### config.mk
export PLATFORM = sky130hd
export DESIGN_NAME = cipher_block_uart_tx
export DESIGN_NICKNAME = d
export VERILOG_FILES = /design/src/rtl/cipher_block_uart_tx.sv
export SDC_FILE = /design/constraint.sdc
export NUM_CORES = 1
export LEC_CHECK = 0
export ABC_AREA = 1
export BUFFER_PORTS_ARGS = -buffer_cell sky130_fd_sc_hd__buf_4
export CAP_MARGIN = 20
export CORE_UTILIZATION = 62
export DETAILED_ROUTE_END_ITERATION = 8
export HOLD_SLACK_MARGIN = 0.03
export PLACE_DENSITY_LB_ADDON = 0.08
export SLEW_MARGIN = 20
export SYNTH_ARGS = -nofsm -noshare
export SYNTH_HDL_FRONTEND = slang
export SYNTH_SLANG_ARGS = --single-unit
export TNS_END_PERCENT = 1
### constraint.sdc
create_clock -name clk -period 8.4 [get_ports clk]
set_input_delay 1.26 -clock clk [delete_from_list [all_inputs] [get_ports clk]]
set_output_delay 1.26 -clock clk [all_outputs]
set_load 0.03 [all_outputs]
### src/rtl/cipher_block_uart_tx.sv
// Serialises one accepted 64-bit block as 16 uppercase ASCII hex characters on a UART 8N1 line,
// most significant nibble first, optionally followed by CR LF.
module cipher_block_uart_tx #(
    parameter int unsigned CLKS_PER_BIT = 868,
    parameter bit          SEND_CRLF    = 1'b1
) (
    input  logic        clk,
    input  logic        rst,
    input  logic [63:0] block_in,
    input  logic        block_valid,
    output logic        block_ready,
    output logic        tx,
    output logic        busy,
    output logic        done
);
    localparam int unsigned NCHARS = SEND_CRLF ? 18 : 16;
    localparam int unsigned CW     = $clog2(CLKS_PER_BIT);

    typedef enum logic [2:0] {StIdle, StStart, StData, StStop, StDone} state_e;

    state_e        r_state, w_state_next;
    logic [CW-1:0] r_baud, w_baud_next;
    logic [2:0]    r_bit, w_bit_next;
    logic [4:0]    r_idx, w_idx_next;
    logic [7:0]    r_shift, w_shift_next;
    logic [63:0]   r_hold, w_hold_next;
    logic          r_tx, w_tx_next;
    logic          w_baud_wrap;

    function automatic logic [7:0] hex_char(input logic [3:0] n);
        return (n < 4'd10) ? (8'h30 + {4'h0, n}) : (8'h37 + {4'h0, n});
    endfunction

    function automatic logic [7:0] char_at(input logic [63:0] hold, input logic [4:0] idx);
        logic [5:0] sh;
        sh = 6'd60 - {idx[3:0], 2'b00};
        if (idx == 5'd16) return 8'h0D;
        else if (idx == 5'd17) return 8'h0A;
        else return hex_char(hold[sh +: 4]);
    endfunction

    assign w_baud_wrap = (r_baud == CW'(CLKS_PER_BIT - 1));

    always_comb begin
        w_state_next = r_state;
        w_baud_next  = r_baud;
        w_bit_next   = r_bit;
        w_idx_next   = r_idx;
        w_shift_next = r_shift;
        w_hold_next  = r_hold;
        w_tx_next    = r_tx;
        unique case (r_state)
            StIdle: begin
                w_tx_next = 1'b1;
                if (block_valid) begin
                    w_hold_next  = block_in;
                    w_shift_next = hex_char(block_in[63:60]);
                    w_idx_next   = 5'd0;
                    w_baud_next  = '0;
                    w_bit_next   = 3'd0;
                    w_tx_next    = 1'b0;
                    w_state_next = StStart;
                end
            end
            StStart: begin
                w_baud_next = r_baud + CW'(1);
                if (w_baud_wrap) begin
                    w_baud_next  = '0;
                    w_bit_next   = 3'd0;
                    w_tx_next    = r_shift[0];
                    w_state_next = StData;
                end
            end
            StData: begin
                w_baud_next = r_baud + CW'(1);
                if (w_baud_wrap) begin
                    w_baud_next = '0;
                    w_bit_next  = r_bit + 3'd1;
                    if (r_bit == 3'd7) begin
                        w_tx_next    = 1'b1;
                        w_state_next = StStop;
                    end else begin
                        w_shift_next = {1'b0, r_shift[7:1]};
                        w_tx_next    = r_shift[1];
                    end
                end
            end
            StStop: begin
                w_baud_next = r_baud + CW'(1);
                if (w_baud_wrap) begin
                    w_baud_next = '0;
                    // Next character follows the stop bit with no idle gap.
                    if (r_idx < 5'(NCHARS - 1)) begin
                        w_idx_next   = r_idx + 5'd1;
                        w_shift_next = char_at(r_hold, r_idx + 5'd1);
                        w_tx_next    = 1'b0;
                        w_state_next = StStart;
                    end else begin
                        w_state_next = StDone;
                    end
                end
            end
            StDone: begin
                w_state_next = StIdle;
            end
            default: begin
                w_tx_next    = 1'b1;
                w_state_next = StIdle;
            end
        endcase
    end

    always_ff @(posedge clk or posedge rst) begin
        if (rst) begin
            r_state <= StIdle;
            r_baud  <= '0;
            r_bit   <= 3'd0;
            r_idx   <= 5'd0;
            r_shift <= 8'd0;
            r_hold  <= 64'd0;
            r_tx    <= 1'b1;
        end else begin
            r_state <= w_state_next;
            r_baud  <= w_baud_next;
            r_bit   <= w_bit_next;
            r_idx   <= w_idx_next;
            r_shift <= w_shift_next;
            r_hold  <= w_hold_next;
            r_tx    <= w_tx_next;
        end
    end

    assign tx          = r_tx;
    assign block_ready = (r_state == StIdle);
    assign busy        = (r_state != StIdle);
    assign done        = (r_state == StDone);
endmodule

==> key figures <==
Placed design
  • Routability congestion estimate: 0.879
  • Port Buffers: 70
  • Detailed placer's ending HPWL: 7720 um
  • Post-placement setup slack: 5.32 ns

Drt
  • DR WL/cell: 13.7 um
  • Routed vias/inst: 5.43
  • Routed Antenna Nets: 0
  • Via count: 4362
  • # DRC: 0
  • Initial DRC count: 358
  • DR pass1 iterations: 5
  • Total Wirelength: 11100 um

STA
  • Max Fclk: 0.322 GHz
  • Clock skew: 0.0138 ns
  • Setup TNS Final: 0 ns
  • Slew Limit Fails: 0
  • Tmin final: 3.10 ns
  • Endpoints failing setup: 0
  • Final hold violations: 0
  • Slew of the pin with the lowest slew margin: 0.880 ns
  • Unrepaired setup endpoints after global routing: false
  • Fin crit share: 37.0%
  • Rel. slew slack: 41.3%
  • Fin worst setup slack: 5.30 ns

Pwr
  • Comb power frac: 47.2%
  • Seq pwr share: 35.9%
  • Pwr dens: 348 nW/um^2
  • P_sw: 0.852 mW
  • Leakage: 2.84 nW
  • Worst vdd ir: 0.162 mV
  • P_int: 1.14 mW
  • Clock power frac: 16.9%
  • Sw Share: 42.8%

Layout
  • Nets: 772
  • Layout cells sized above 1: 17.7%
  • Area Overhead vs Synth: 15.5%
  • Diodes inserted: 0

Global route
  • GRT overflow: 0
  • Vias in the first global route: 4278
  • Initial antenna violation count: 0
  • First-pass GRT wire length: 19200 um
  • Pin count of the biggest net entering global routing: 110
  • Total GRT Usage: 28.8%

Synthesis
  • Yosys reg bits: 93
  • Syn Inst Count: 637
  • Asr flop ratio synth: 100%
  • Register area share after synthesis: 47.0%
  • Syn Std Cell Area: 4950 sq um
  • Synth cell types: 40
  • Number of enable flip-flop cells after synthesis: 0
  • YS warnings: 0
  • Mean post-synth cell area: 7.77 sq um
  • Syn Nets: 712
  • Main synth FF type: dfrtp_1

Critical path
  • Worst path buffer plus inverter count: 3
  • Reg-to-reg setup timing slack: 5.30 ns
  • Max stage delay on crit path: 0.67 ns
  • CP Cell Sequence: inv_2, ha_1, inv_2, a21oi_1, o21ai_0, nand3_1, nand3_1, nand2_1, inv_1, ha_1, nand2_1, nand2_1, nand2_1, nand2_1, nand2_1, nand2_1, a21oi_2
  • CP most frequent cell: nand2_1
  • CP max-delay cell: ha_1
  • Startpoint types: register
  • Critical path class: register to register
  • CP required: 8.69 ns
  • Arrival @ worst endpoint: 3.39 ns
  • Crit. End Element: register
  • Worst Path Max Fanout: 26
  • Kind of cell adding the most delay to the critical path: adder cells

Die
  • Num ports: 71
  • DIE WIDTH: 91.4 um
  • Core ar.: 7730 sq um
  • Site Rows: 32
  • Die area: 8340 sq um
  • Starting Density: 64.1%
  • Die Ht: 91.4 um

Clock network
  • CTS root buffer: clkbuf_8
  • Clock latency on the worst-skew pair: 0.36 ns
  • # clock sinks: 93
  • # H-tree levels: 3
  • Hold_buf cts: 0
  • Post-CTS Setup Bufs: 0
  • Clock buffer depth: 2
  • CTS tree: yes
  • Post-CTS sizing: 0
  • Clock-pin transition on the worst setup and hold timing paths: 0.09 ns
  • CTS Buf Count: 9

Run
  • Total of max-cap violations: 0

Hold path
  • Hold Path Class: register to register

Outcome
  • Outcome: completed
==> sequential cells by signal (all words and copies together) (netlist names) <==
| register | flops |
|---|---|
| r_hold | 64 |
| r_baud | 10 |
| r_shift | 7 |
| r_idx | 5 |
| r_bit | 3 |
| r_state | 3 |
| tx | 1 |
==> worst register-to-register path: cells and delay by family, from the launching register on <==
kind / cells / cell delay [ns]
adder cells (fa/ha/maj): 2 / 0.89
buffers and inverters: 3 / 0.73
AND/OR/NAND/NOR: 9 / 0.62
AO/OA/AOI/OAI: 3 / 0.42
flip-flops: 1 / 0.40
==> area by class of cell <==
type	instances	area, sq um
clock inverters	3	67.6
flip-flops and latches	93	2330
repair buffers	73	548
clock buffers	13	159
inverters	93	350
fillers	597	2010
well taps	102	128
multi-input cells	427	2140
==> per-layer routing <==
layer / global-route usage (%) / vias to the layer above / wire length (um)
met2: 44.9 / 171 / 5100
met4: 9.66 / 0 / 140
met5: 0 / - / 0
met1: 41.5 / 2027 / 5100
met3: 4.44 / 15 / 718
li1: - / 2149 / -
==> cells in the mapped netlist (2+ instances only) <==
master,number,area [sq um]
nand3_2,3,30.0
nand2_1,182,683
buf_6,3,33.8
o21ai_0,77,385
inv_2,12,45.0
ha_1,8,100
o211ai_1,7,52.6
nor3_1,11,55.1
buf_2,9,45.0
nor4_1,2,12.5
a21oi_2,2,17.5
dfrtp_1,92,2300
inv_1,81,304
nand3_1,49,245
a31oi_1,2,12.5
xor2_1,2,17.5
nor2_4,3,33.8
nand2_2,5,31.3
a21oi_1,16,80.1
o21ai_1,7,35.0
clkbuf_1,11,41.3
o22ai_1,4,25.0
xor2_2,2,32.5
nand4_1,3,18.8
nor2_1,29,109
==> through the flow <==
stage	instances	utilization (%)	area (sq um)	hold WS, ns	total power [mW]
after detailed placement	788	71.1	5490	0.466	1.65
after floorplan	637	-	4950	0.444	1.44
after global routing	804	74.0	5720	0.506	2.17
final	804	74.0	5720	0.489	1.99
after CTS	804	74.0	5720	0.486	1.99
after global placement	788	71.1	5490	0.460	1.61
==> cell usage in the layout, fill, tap and decap left out, types with 2 or more instances in the layout <==
| master | n |
|---|---|
| nand2_1 | 182 |
| dfrtp_1 | 92 |
| inv_1 | 80 |
| o21ai_0 | 77 |
| buf_4 | 73 |
| nand3_1 | 49 |
| nor2_1 | 29 |
| a21oi_1 | 16 |
| inv_2 | 12 |
| nor3_1 | 11 |
| clkbuf_8 | 11 |
| ha_1 | 8 |
| o21ai_1 | 7 |
| o211ai_1 | 7 |
| nand2_2 | 5 |
| o22ai_1 | 4 |
| nor2_4 | 3 |
| nand4_1 | 3 |
| nand3_2 | 3 |
| nor4_1 | 2 |
| xor2_1 | 2 |
| a31oi_1 | 2 |
| xor2_2 | 2 |
| a21oi_2 | 2 |
| bufinv_16 | 2 |
| clkbuf_1 | 2 |
==> power by group through the flow <==
stage	Combinational, mW	Sequential, mW	Clock (mW)
finish	0.939	0.714	0.337
detailed placement	0.926	0.723	0
floorplan	0.729	0.707	0
CTS	0.931	0.714	0.343
global placement	0.891	0.716	0
global route	1.08	0.732	0.358
==> kinds of logic (layout without fill, tap and decap cells) <==
| logic type | after synthesis | after routing | synth area share (%) |
|---|---|---|---|
| and+or+nand+nor | 293 | 293 | 25.9 |
| DFF | 93 | 93 | 47.0 |
| AOI/OAI and AO/OA | 120 | 120 | 13.4 |
| adders and majority gates | 8 | 8 | 2.02 |
| xor gates and xnor gates | 6 | 6 | 1.90 |
| buffers and inverters | 117 | 182 | 9.76 |
==> worst paths after layout <==
path	startpoint	to	cells after the start
min in group asynchronous	rst	r_shift[4]	2
worst min register to register	r_shift[1]	r_shift[1]	2
worst max-delay path	r_idx[0]	r_shift[2]	17
worst min-delay path	r_shift[1]	r_shift[1]	2
max in group asynchronous	rst	r_hold[10]	3
worst max register to register	r_idx[0]	r_shift[2]	17
(Power assumes the default switching activity.)
